**src/rtl/aq_vpu_gpr_wb_req.sv**
```systemverilog
// VPU -> RTU scalar GPR writeback initiator.
// Results from the VPU pipeline are queued in a small in-order FIFO. The head
// entry drives the writeback request and retires on RTU grant. The FIFO
// fill level comes from a counter, so the pointers only wrap and are never
// compared. VPU fflags/vxsat are registered toward the RTU alongside the FIFO.
module aq_vpu_gpr_wb_req #(
    parameter int DEPTH     = 2,
    parameter int PTR_W     = 1,
    // Protocol check for a push offered while the FIFO is full
    parameter bit PROTO_CHK = 1'b1
) (
    input  logic        forever_cpuclk,
    input  logic        cpurst_b,
    input  logic        cp0_vpu_icg_en,
    input  logic        cp0_yy_clk_en,
    input  logic        pad_yy_icg_scan_en,
    input  logic        vpu_wb_gpr_vld,
    input  logic [5:0]  vpu_wb_gpr_index,
    input  logic [63:0] vpu_wb_gpr_data,
    output logic        vpu_wb_gpr_rdy,
    input  logic        rtu_vpu_gpr_wb_grnt,
    output logic        vpu_rtu_gpr_wb_req,
    output logic [5:0]  vpu_rtu_gpr_wb_index,
    output logic [63:0] vpu_rtu_gpr_wb_data,
    input  logic        vpu_wb_fflag_vld,
    input  logic [5:0]  vpu_wb_fflag,
    output logic        vpu_rtu_fflag_vld,
    output logic [5:0]  vpu_rtu_fflag,
    output logic        vpu_wb_idle
);

    localparam logic [PTR_W:0]   FULL_CNT = (PTR_W+1)'(DEPTH);
    localparam logic [PTR_W-1:0] PTR_ONE  = PTR_W'(1);
    localparam logic [PTR_W:0]   CNT_ONE  = (PTR_W+1)'(1);

    // FIFO control state
    logic [PTR_W-1:0] wr_ptr_q, wr_ptr_d;
    logic [PTR_W-1:0] rd_ptr_q, rd_ptr_d;
    logic [PTR_W:0]   count_q,  count_d;

    // Entry storage; not reset, contents only meaningful while count != 0
    logic [DEPTH-1:0][5:0]  ent_idx_q;
    logic [DEPTH-1:0][63:0] ent_data_q;

    // Fflag staging toward RTU
    logic       fflag_vld_q;
    logic [5:0] fflag_q, fflag_d;

    logic full;
    logic push;
    logic pop;
    logic ent_clk;

    // Full, and therefore ready, come from registered state only. A pop in the
    // same cycle does not open a slot for the incoming result.
    assign full           = (count_q == FULL_CNT);
    assign vpu_wb_gpr_rdy = ~full;
    assign push           = vpu_wb_gpr_vld & ~full;
    assign pop            = vpu_rtu_gpr_wb_req & rtu_vpu_gpr_wb_grnt;

    // The head is muxed from registers. There is no path from grant or from
    // the push inputs to the outputs.
    assign vpu_rtu_gpr_wb_req   = (count_q != '0);
    assign vpu_rtu_gpr_wb_index = ent_idx_q[rd_ptr_q];
    assign vpu_rtu_gpr_wb_data  = ent_data_q[rd_ptr_q];

    assign vpu_rtu_fflag_vld = fflag_vld_q;
    assign vpu_rtu_fflag     = fflag_q;
    assign vpu_wb_idle       = (count_q == '0) & ~fflag_vld_q;

    // Entry clock runs only in cycles where the pipeline offers a result
    gated_clk_cell x_entry_gateclk (
        .clk_in             (forever_cpuclk),
        .global_en          (cp0_yy_clk_en),
        .module_en          (cp0_vpu_icg_en),
        .local_en           (vpu_wb_gpr_vld),
        .external_en        (1'b0),
        .pad_yy_icg_scan_en (pad_yy_icg_scan_en),
        .clk_out            (ent_clk)
    );

    // Next-state for the pointers and the count; the pointers wrap mod DEPTH
    always_comb begin
        wr_ptr_d = wr_ptr_q;
        rd_ptr_d = rd_ptr_q;
        count_d  = count_q;
        if (push) begin
            wr_ptr_d = wr_ptr_q + PTR_ONE;
        end
        if (pop) begin
            rd_ptr_d = rd_ptr_q + PTR_ONE;
        end
        case ({push, pop})
            2'b10:   count_d = count_q + CNT_ONE;
            2'b01:   count_d = count_q - CNT_ONE;
            default: count_d = count_q;
        endcase
    end

    // Pointer and count registers run on the ungated core clock
    always_ff @(posedge forever_cpuclk or negedge cpurst_b) begin
        if (!cpurst_b) begin
            wr_ptr_q <= '0;
            rd_ptr_q <= '0;
            count_q  <= '0;
        end else begin
            wr_ptr_q <= wr_ptr_d;
            rd_ptr_q <= rd_ptr_d;
            count_q  <= count_d;
        end
    end

    // Write the accepted result into the tail slot
    always_ff @(posedge ent_clk) begin
        if (push) begin
            ent_idx_q[wr_ptr_q]  <= vpu_wb_gpr_index;
            ent_data_q[wr_ptr_q] <= vpu_wb_gpr_data;
        end
    end

    // Fflag value holds between updates. The valid bit is a plain one-cycle delay.
    always_comb begin
        fflag_d = fflag_q;
        if (vpu_wb_fflag_vld) begin
            fflag_d = vpu_wb_fflag;
        end
    end

    // Fflag registers, independent of GPR FIFO ordering
    always_ff @(posedge forever_cpuclk or negedge cpurst_b) begin
        if (!cpurst_b) begin
            fflag_vld_q <= 1'b0;
            fflag_q     <= '0;
        end else begin
            fflag_vld_q <= vpu_wb_fflag_vld;
            fflag_q     <= fflag_d;
        end
    end

    // An offered result is dropped while the FIFO is full. Upstream must honour ready.
    no_push_when_full: assert property (
        @(posedge forever_cpuclk) disable iff (!cpurst_b)
        !PROTO_CHK || !(vpu_wb_gpr_vld && full)
    );

endmodule

// Latch-based clock gate. The enable is captured while the clock is low, so
// the gated clock cannot glitch when the enable changes mid-cycle.
module gated_clk_cell (
    input  logic clk_in,
    input  logic global_en,
    input  logic module_en,
    input  logic local_en,
    input  logic external_en,
    input  logic pad_yy_icg_scan_en,
    output logic clk_out
);

    logic clk_en;
    logic en_lat_q;

    assign clk_en = (global_en & (module_en | local_en)) | external_en;

    // Transparent while the clock is low; scan forces the clock on
    always_latch begin
        if (!clk_in) begin
            en_lat_q <= clk_en | pad_yy_icg_scan_en;
        end
    end

    assign clk_out = clk_in & en_lat_q;

endmodule
```
**config.mk**
```make
export PLATFORM = sky130hd
export DESIGN_NAME = aq_vpu_gpr_wb_req
export DESIGN_NICKNAME = d
export VERILOG_FILES = /design/src/rtl/aq_vpu_gpr_wb_req.sv
export SDC_FILE = /design/constraint.sdc
export NUM_CORES = 1
export LEC_CHECK = 0
export CORE_UTILIZATION = 43
export CTS_CLUSTER_DIAMETER = 150
export DETAILED_ROUTE_END_ITERATION = 6
export PLACE_DENSITY = 0.77
export REMOVE_ABC_BUFFERS = 1
export SLEW_MARGIN = 15
export SYNTH_ARGS = -nofsm -noshare
export SYNTH_HDL_FRONTEND = slang
export SYNTH_SLANG_ARGS = --single-unit
```
**constraint.sdc**
```tcl
create_clock -name forever_cpuclk -period 5.8 [get_ports forever_cpuclk]
set_input_delay 0.58 -clock forever_cpuclk [delete_from_list [all_inputs] [get_ports forever_cpuclk]]
set_output_delay 0.58 -clock forever_cpuclk [all_outputs]
set_load 0.05 [all_outputs]
```
==> Yosys cells after proc, flatten, opt, wreduce, memory -nomap -nowiden <==
Index checks and enable logic that the tools add are counted.
Widths: inputs -> output; s select.
{ "op_classes": {"addsub": 4, "order_cmp": 3, "n_eq_ne": 3, "muxes": 12, "bitwise_logic": 9, "reduce_logical": 4} }
{ "op_table": {"columns": ["op", "count"], "rows": [
  ["$mux 64", 3],
  ["$bwmux 128", 1],
  ["$demux 64 s1", 1],
  ["$mux 6", 3],
  ["$bwmux 12", 1],
  ["$demux 6 s1", 1],
  ["$and 1x1->1", 5],
  ["$eq 2x2->1 const B", 2],
  ["$lt 1x2->1 const B", 2],
  ["$pmux 2 s2", 1],
  ["$reduce_bool 2->1", 2],
  ["$add 1x1->1 const B", 2],
  ["$add 2x1->2 const B", 1],
  ["$eq 2x1->1 const B", 1],
  ["$logic_not 2->1", 1],
  ["$not 1->1", 2],
  ["$or 1x1->1", 2],
  ["$sub 2x1->2 const B", 1],
  ["$ge 1x1->1 const B", 1],
  ["$logic_and 1x1->1", 1],
  ["$mux 1", 1]
]} }
{ "word_totals": {"register_bits": 151, "latchBits": 1, "inputBits": 84, "output_inout_bits": 80, "elab_cells": 45} }

==> Logic depth before layout (Yosys ltp) <==
{ "logic_depth": {"ltp_word": 5, "mapped_depth": 6, "ltp_nobuf": 6} }

==> Hierarchy <==
Synthesis repeated with hierarchy kept, for this count alone.
{ "unflattened": {"cells_unflattened": 256, "area_unflattened_um2": 5828.1} }
{ "by_module_without_submodules": {"columns": ["mod", "n_inst", "cells_each", "area_per_inst_um2"], "rows": [
  ["aq_vpu_gpr_wb_req", 1, 251, 5794.3],
  ["gated_clk_cell", 1, 5, 33.8]
]} }

==> results.md <==
* Core area at 13,200 sq um
* Fin nets at 524
* YS warnings at 0
* Drt pass-1 iters at 4
* Leak at 0.00314 uW
* CTS tree: yes
* Number of cell rows at 42
* Placed cell area at 7610 sq um
* Crit path launch: x_entry_gateclk.en_lat_q$_DLATCH_N_
* Worst-Skew Late Latency at 0.80 ns
* Count leader, synth: edfxtp_1
* Clk slew on worst S/H paths at 0.04 ns
* Finish-stage setup viols at 0
* Crit end category: clock gate
* Post-DR wirelength/cell at 17.0 um
* Slew Limit Headroom at 34.3%
* Synth area leader: edfxtp_1
* Main synth FF type: edfxtp_1
* RSZ-0062 raised after global routing: false
* Status: finished, final reports clean
* Clock power frac at 26.0%
* Worst path depth at 0
* Die area at 14,000 sq um
* Flops & latches, synth at 152
* PortBufs at 163
* Multi-input logic area at 1250 sq um
* GRT Total Usage at 15.5%
* Synth async-reset ratio at 7.24%
* Layout Skew at 0.00516 ns
* Yosys top cell area share at 72.2%
* DRT iter0 DRCs at 161
* Synth cell count leaders: edfxtp_1, mux2_4, dfrtp_1, buf_6, mux2_2
* Critical Path RT at 6.01 ns
* Cells after DPL at 586
* Net Switching at 1710 uW
* Vias per inst at 4.76
* Seq pwr share at 29.3%
* Power Density at 538 nW/um^2
* IO Pins at 164
* Area delta synth->final at 45.8%
* Post-synthesis cell area at 5820 sq um
* Vias at 2,989
* Post-synth cell types at 18
* Floorplan die height at 118 um
* Number of fill cells in the layout at 930
* Crit path max fanout at 1
* Ratio of cells with drive above 1 in the final layout at 26.8%
* Worst-margin pin slew at 0.986 ns
* Post CTS Setup Buffer Count at 0
* Core Util, Final at 64.1%
* Internal at 2850 uW
* Switching share of power at 37.5%
* Fin area at 8490 sq um
* FF-to-FF path depth at 4
* Critical path startpoint category: latch
* Peak VDD IR at 399 uV
* Number of synthesized flops with an enable pin at 140
* Setup TNS Final at 0 ns
* Mapped Cells at 254
* Detailed Route WL at 10,700 um
* Final hold vios at 0
* Slew Viols, Final at 0
* Vias in the first global route at 3,328
* Dpl hpwl at 6660 um
* Ant diodes at 0
* Max Cap Violations at 0
* Pin count of the biggest net entering global routing at 71
* Hold_buf cts at 0
* Post-CTS sizing at 0
* Initial Util at 44.0%
* Avg Cell Area, Syn at 22.9 sq um
* Routability cong. at 0.703
* Worst Path Arrival at 4.26 ns
* DRC violations left at 0
* Global route overflow at 0
* Initial antenna violation count at 1
* Register Area at 4500 sq um
* Gate power share at 44.7%
* First-pass GRT wire length at 16,600 um
* Worst min path class: in -> async
* R2R Path Start: count_q[0]$_DFFE_PN0P_
* Routed Antenna Nets at 0
* Cell Count, Final, Fillers Out at 628
* CP Class: latch -> gate
* Synth area leaders: edfxtp_1, mux2_4, dfrtp_1
* Chip Width at 118 um
## metal layers
metal  vias to the layer above  global-route usage [%]  part of all wire, %
li1                       1361                       -                    -
met1                      1482                    17.9                   39
met2                       125                    26.6                   52
met3                        19                    4.97                  7.1
met4                         2                    6.41                  1.7
met5                         -                       0                 0.10
## sequential cells by signal, indices dropped and copies added, names as in the netlist
register,count
ent_idx_q,12
wr_ptr_q,1
count_q,2
x_entry_gateclk.en_lat_q,1
rd_ptr_q,1
vpu_rtu_fflag_vld,1
ent_data_q,128
vpu_rtu_fflag,6
## power by group through the flow
stage	clock [uW]	combinational, uW	sequential [uW]
detailed placement	106	2060	1360
finish	1190	2040	1340
floorplan	106	1470	1380
global placement	106	2050	1340
global route	1250	2120	1360
CTS	1220	2070	1350
## layout by cell type, fill, tap and decap left out, drive strengths merged, types with 3 or more instances in the layout
cell type and count:
bufinv 5, nor2 3, mux2 76, clkdlybuf4s50 163, clkinv 7, clkbuf 27, edfxtp 140, xnor2 3
dfrtp 11
## path summary, 6_finish.rpt
| check | end | slack (ns) |
|---|---|---|
| worst min-delay path | vpu_rtu_fflag[0]$_DFFE_PN0P_ | 0.11 |
| max in group forever_cpuclk | vpu_rtu_gpr_wb_data[55] | 1.81 |
| worst max-delay path | clock gate | 1.74 |
| worst min register to register | vpu_rtu_fflag[2]$_DFFE_PN0P_ | 0.51 |
| min in group forever_cpuclk | ent_data_q[16]$_DFFE_PP_ | 0.35 |
| worst max register to register | ent_data_q[0]$_DFFE_PP_ | 3.35 |
| min in group gated | clock gate | 0.96 |
| max in group asynchronous | rd_ptr_q$_DFFE_PN0P_ | 5.32 |
## metrics by stage
step / worst slack, ns / hold WS, ns / power [uW]
after CTS: 1.71 / 0.120 / 4630
after detailed placement: 1.63 / 0.226 / 3520
final: 1.74 / 0.114 / 4570
after global routing: 1.66 / 0.136 / 4740
after global placement: 1.65 / 0.227 / 3500
after floorplan: 1.29 / 0.226 / 2950
## cells by family (layout without fill, tap and decap cells)
kind of cell,Yosys count,in the layout,synth area share [%]
AO/OA/AOI/OAI,1,1,0.0859
adder cells (fa/ha/maj),1,1,0.215
multiplexers,76,76,19.1
XOR/XNOR,5,5,0.752
flip-flops,151,151,76.9
AND/OR/NAND/NOR,10,10,0.988
buffers and inverters,9,207,1.63
latches,1,1,0.258
## final cells by class
class | count | share of cell area [%]
flip-flops and latches | 152 | 53.0
multi-input cells | 93 | 14.7
clock inverters | 15 | 2.40
well taps | 176 | 2.59
clock buffers | 27 | 7.96
repair buffers | 165 | 19.4
No activity file was read; power rests on OpenSTA's default activity.
==> RTL change 1: new RTL, config.mk and constraints unchanged <==
Change the parameter `DEPTH` from 2 to 4.
--- a/src/rtl/aq_vpu_gpr_wb_req.sv
+++ b/src/rtl/aq_vpu_gpr_wb_req.sv
@@ -5,5 +5,5 @@
 // compared. VPU fflags/vxsat are registered toward the RTU alongside the FIFO.
 module aq_vpu_gpr_wb_req #(
-    parameter int DEPTH     = 2,
+    parameter int DEPTH     = 4,
     parameter int PTR_W     = 1,
     // Protocol check for a push offered while the FIFO is full
Check against the original RTL: not checked (the comparison handles one clock edge and no latches or derived clocks); the edit may change what the design does.
==> RTL change 1 against the original RTL <==
Critical path depth unchanged; setup slack worse by 7.8 ps; highest routed layer is now met4; final area down 3.8%; synthesized area down 5.1%; sequential cell count unchanged; routed wire length down 2.5%; via count down 1.7%; largest cell class unchanged.
Power is not compared: it rests on default switching activity, and its combinational part moved more than twofold at a synthesized area within 25%.
==> RTL change 1: results (changes against the original RTL) <==
status finished clean (unchanged); GPL Wtd Cong 0.690 (was 0.703); first-pass GRT wire length 15,500 um (was 16,600 um); Max FO, Critical Path 1 (unchanged); share of cells above drive strength 1 26.6% (was 26.8%); dpl hpwl 6240 um (was 6660 um); Slew headroom 29.0% (was 34.3%); Setup Fix Bufs, Post-CTS 0 (unchanged); worst skew pair latency 820 ps (was 800 ps); drt first pass iters 4 (unchanged); hold_ws 109 ps (was 114 ps); Post-synth EDFFs 140 (unchanged); WL/cell 16.7 um (was 17.0 um); # nets final 522 (was 524); Antenna diodes 0 (unchanged); total track usage 15.7% (was 15.5%); flop-to-flop setup slack 3200 ps (was 3350 ps); initial antenna violation count 0 (was 1); Largest register FFs 128 (unchanged); vias in the first global route 3,231 (was 3,328); Worst Hold Class input pin to async pin (unchanged); met3 Usage GRT 6.22% (was 4.97%); Worst Path Arrival 4270 ps (was 4260 ps); post_cts resized 0 (unchanged); grt met1 use 16.4% (was 17.9%); via total after detailed routing 2,937 (was 2,989); clk_skew 26.8 ps (was 5.16 ps); largest net degree at the start of global routing 72 (was 71); Leak Pwr between 2 and 3 nW; Synth cell types 19 (was 18); clock slew at reported path FFs 40 ps (about the same); most common cell in the synthesized netlist edfxtp_1 (unchanged); most area-consuming cells after synthesis edfxtp_1 76%, mux2_2 15%, dfrtp_1 5.0% (was edfxtp_1 72%, mux2_4 18%, dfrtp_1 4.7%); Top reg by flops ent_data_q (unchanged); input/output buffers 163 (unchanged); Fill cells 870 (was 930); maximum VDD drop 0.240 mV; Sw Ratio a little under a fifth; warnings from Yosys 0 (unchanged); met2 Usage GRT 27.1% (was 26.6%); Worst R2R End ent_data_q[5] (was ent_data_q[0]); synth cell count leaders 140 x edfxtp_1, 76 x mux2_2, 11 x dfrtp_1 (was 140 x edfxtp_1, 69 x mux2_4, 11 x dfrtp_1); Async SR Flop Fraction 7.24% (unchanged); reg-to-reg startpoint count_q[0] (unchanged); initial drt markers 127 (was 161); Reg2Reg Depth 4 (unchanged)
[RTL change 1: cell count changes in the layout (fill, tap and decap cells not counted), sizes merged]
cell    delta
bufinv     -2
nand2b     -1
clkinv     +3
buf        -1
[RTL change 1: per-stage QoR]
stage	power [mW]	setup slack [ps]	instances	utilization [%]	area, um^2
2_1_floorplan	1.04	1020	244	-	5460
3_3_place_gp	1.11	1630	580	58.3	7330
3_5_place_dp	1.11	1620	580	58.3	7330
4_1_cts	2.15	1730	623	65.0	8170
5_1_grt	2.19	1720	623	65.0	8170
6_report	2.13	1740	623	65.0	8170
[RTL change 1: cell families after synthesis]
group | Yosys count | share of synthesized area (%)
fa+ha+maj | 1 | 0.226
buf+inv | 11 | 1.18
flops | 151 | 81.0
mux | 76 | 15.5
latches | 1 | 0.272
compound gates | 1 | 0.0905
simple gates | 9 | 0.928
xor+xnor | 5 | 0.792
[RTL change 1: final cells by class]
cell class | instances | area [um^2] | share of cell area, %
sequential | 152 | 4500 | 55.1
timing repair buffer | 164 | 1640 | 20.1
clock inverter | 16 | 158 | 1.93
tap | 172 | 215 | 2.64
multi-input combinational | 92 | 981 | 12.0
clock buffer | 27 | 676 | 8.27
[RTL change 1: power by group through the flow]
stage	registers [mW]	clock network (mW)	logic [mW]
after CTS	0.894	1.16	0.100
final	0.894	1.13	0.0993
after global placement	0.910	0.106	0.0960
after floorplan	0.927	0.106	0.00632
after global routing	0.894	1.19	0.105
after detailed placement	0.910	0.106	0.0988
[RTL change 1: how the worst max path moves through the flow]
stage / start / to / slack [ps] / cells after the start
2_1_floorplan: count_q[0] / ent_data_q[0] / 1020 / 3
3_3_place_gp: vpu_wb_gpr_vld / x_entry_gateclk.en_lat_q / 1630 / 3
3_5_place_dp: vpu_wb_gpr_vld / x_entry_gateclk.en_lat_q / 1620 / 3
5_1_grt: x_entry_gateclk.en_lat_q / clock gate / 1720 / 0
6_report: x_entry_gateclk.en_lat_q / clock gate / 1740 / 0
4_1_cts: x_entry_gateclk.en_lat_q / clock gate / 1730 / 0
[RTL change 1: metal layers]
| layer | wire, um | part of all wire [%] | vias to the layer above |
|---|---|---|---|
| li1 | - | - | 1366 |
| met1 | 4050 | 39 | 1434 |
| met2 | 5310 | 51 | 121 |
| met3 | 884 | 8.5 | 16 |
| met4 | 179 | 1.7 | 0 |
| met5 | 0 | 0 | - |
==> RTL change 2: new RTL, same flow settings <==
Without the edit above. Reset style: synchronous (`cpurst_b`), changed in 2 clocked blocks.
--- a/src/rtl/aq_vpu_gpr_wb_req.sv
+++ b/src/rtl/aq_vpu_gpr_wb_req.sv
@@ -99,5 +99,5 @@
 
     // Pointer and count registers run on the ungated core clock
-    always_ff @(posedge forever_cpuclk or negedge cpurst_b) begin
+    always_ff @(posedge forever_cpuclk) begin
         if (!cpurst_b) begin
             wr_ptr_q <= '0;
@@ -128,5 +128,5 @@
 
     // Fflag registers, independent of GPR FIFO ordering
-    always_ff @(posedge forever_cpuclk or negedge cpurst_b) begin
+    always_ff @(posedge forever_cpuclk) begin
         if (!cpurst_b) begin
             fflag_vld_q <= 1'b0;
Check against the original RTL: not checked (the comparison handles one clock edge and no latches or derived clocks); the edit may change what the design does.
==> RTL change 2 against the original RTL <==
Sequential share of layout area grew 1.0 points; routed wire length rose by 0.74%; final cell count is 0.80% higher; critical path type unchanged; first-iteration DRC count is 29% higher; count of clock-buffer cells in the layout is 4 higher; non-clock buffer count fell by 1; sequential power is 12% lower; setup slack improved by 1.7 ps; final area decreased by 3.1%; sequential cell count unchanged; global-route usage increased by 0.99 points; synthesized area down 5.5%; power fell by 15%.
==> RTL change 2: results (changes against the original RTL) <==
status finished clean (unchanged); Synth Area in Compound Gates 0.682% (was 0.0859%); WL/cell 17.0 um (about the same); maximum VDD drop 0.399 mV (about the same); Syn Inst Count 267 (was 254); multi-input gates 104 (was 93); clock buf count 31 (was 27); Synth cell types 23 (was 18); Clock buffers and inverters, area share 11.0% (was 10.4%); first-pass GRT wire length 16,500 um (was 16,600 um); reg-to-reg startpoint count_q[0] (unchanged); Async SR Flop Fraction 0% (was 7.24%); Post-Place Setup Slack 1590 ps (was 1630 ps); drt first pass iters 5 (was 4); Max FO, Critical Path 1 (unchanged); mux contribution to synthesized area 15.4% (was 19.1%); Leak Pwr 2.83 nW (was 3.14 nW); share of cells above drive strength 1 24.1% (was 26.8%); dpl cells 590 (was 586); # nets final 536 (was 524); Fill cells 847 (was 930); Worst Min Path Start vpu_wb_gpr_data[10]; initial antenna violation count 0 (was 1); total track usage 16.5% (was 15.5%); worst-margin pin slew 1000 ps (was 986 ps); synthesized-area fraction occupied by adder cells 0.227% (was 0.215%); slack of the critical path 1740 ps (about the same); clock slew at reported path FFs 60 ps (was 40 ps); Detail Route Antenna Nets 0 (unchanged); Signal buffers 164 (was 165); number of signal-net inverters in the final layout 2 (was 0); Post-Syn Area 5510 um^2 (was 5820 um^2); GPL Wtd Cong 0.697 (was 0.703); largest net degree at the start of global routing 72 (was 71); initial drt markers 208 (was 161); synth cell count leaders 140 x edfxtp_1, 70 x mux2_2, 11 x dfxtp_1 (was 140 x edfxtp_1, 69 x mux2_4, 11 x dfrtp_1); most area-consuming cells after synthesis edfxtp_1 76%, mux2_2 14%, dfxtp_1 4.0% (was edfxtp_1 72%, mux2_4 18%, dfrtp_1 4.7%); Worst R2R End ent_data_q[60] (was ent_data_q[0]); clk_skew 25.6 ps (was 5.16 ps); Hold Crit Depth 1; dpl hpwl 6510 um (was 6660 um); vias in the first global route 3,451 (was 3,328); via total after detailed routing 3,079 (was 2,989); fraction of area in multi-input gates 12.4% (was 14.7%); CP Launch Point x_entry_gateclk.en_lat_q (unchanged); Signal buf overhead 19.9% (was 19.4%); Antenna diodes 0 (unchanged); Synth Area in XOR/XNOR 0.477% (was 0.752%); Placed Area 7320 um^2 (was 7610 um^2); vias per cell 4.86 (was 4.76); Largest register FFs 128 (unchanged); post_cts resized 0 (unchanged); register area 4440 um^2 (was 4500 um^2); Core Util, Final 67.1% (was 64.1%); hold_ws 365 ps (was 114 ps); flop-to-flop setup slack 3720 ps (was 3350 ps); Worst Hold Class input pin to flop (was input pin to async pin)
## RTL change 2: changes by cell type in the layout (fill, tap and decap cells not counted), moves of 2 or more
cell / unedited run / this run
mux2_2: 7 / 70
clkbuf_1: 0 / 4
dfxtp_1: 0 / 10
mux2_4: 69 / 0
mux2i_1: 0 / 6
clkinv_2: 3 / 1
dfrtp_1: 10 / 0
a21oi_1: 0 / 2
nor2_1: 2 / 9
## RTL change 2: report_power, final
part           leakage [nW]  internal (mW)  switching, mW
logic                  1.00          0.553          0.905
registers              1.40           1.07          0.112
clock network         0.425          0.878          0.357
## RTL change 2: logic make-up after synthesis
logic type | Yosys count
mux | 76
xor+xnor | 3
latches | 1
simple gates | 18
compound gates | 6
fa+ha+maj | 1
buf+inv | 11
flops | 151
## RTL change 2: metal layers
layer | part of all wire (%) | track usage [%] | up-vias
met4 | 2.2 | 7.27 | 0
met3 | 7.8 | 5.69 | 23
met5 | 0 | 0 | -
met1 | 38 | 17.9 | 1513
met2 | 52 | 29.2 | 133
li1 | - | - | 1410
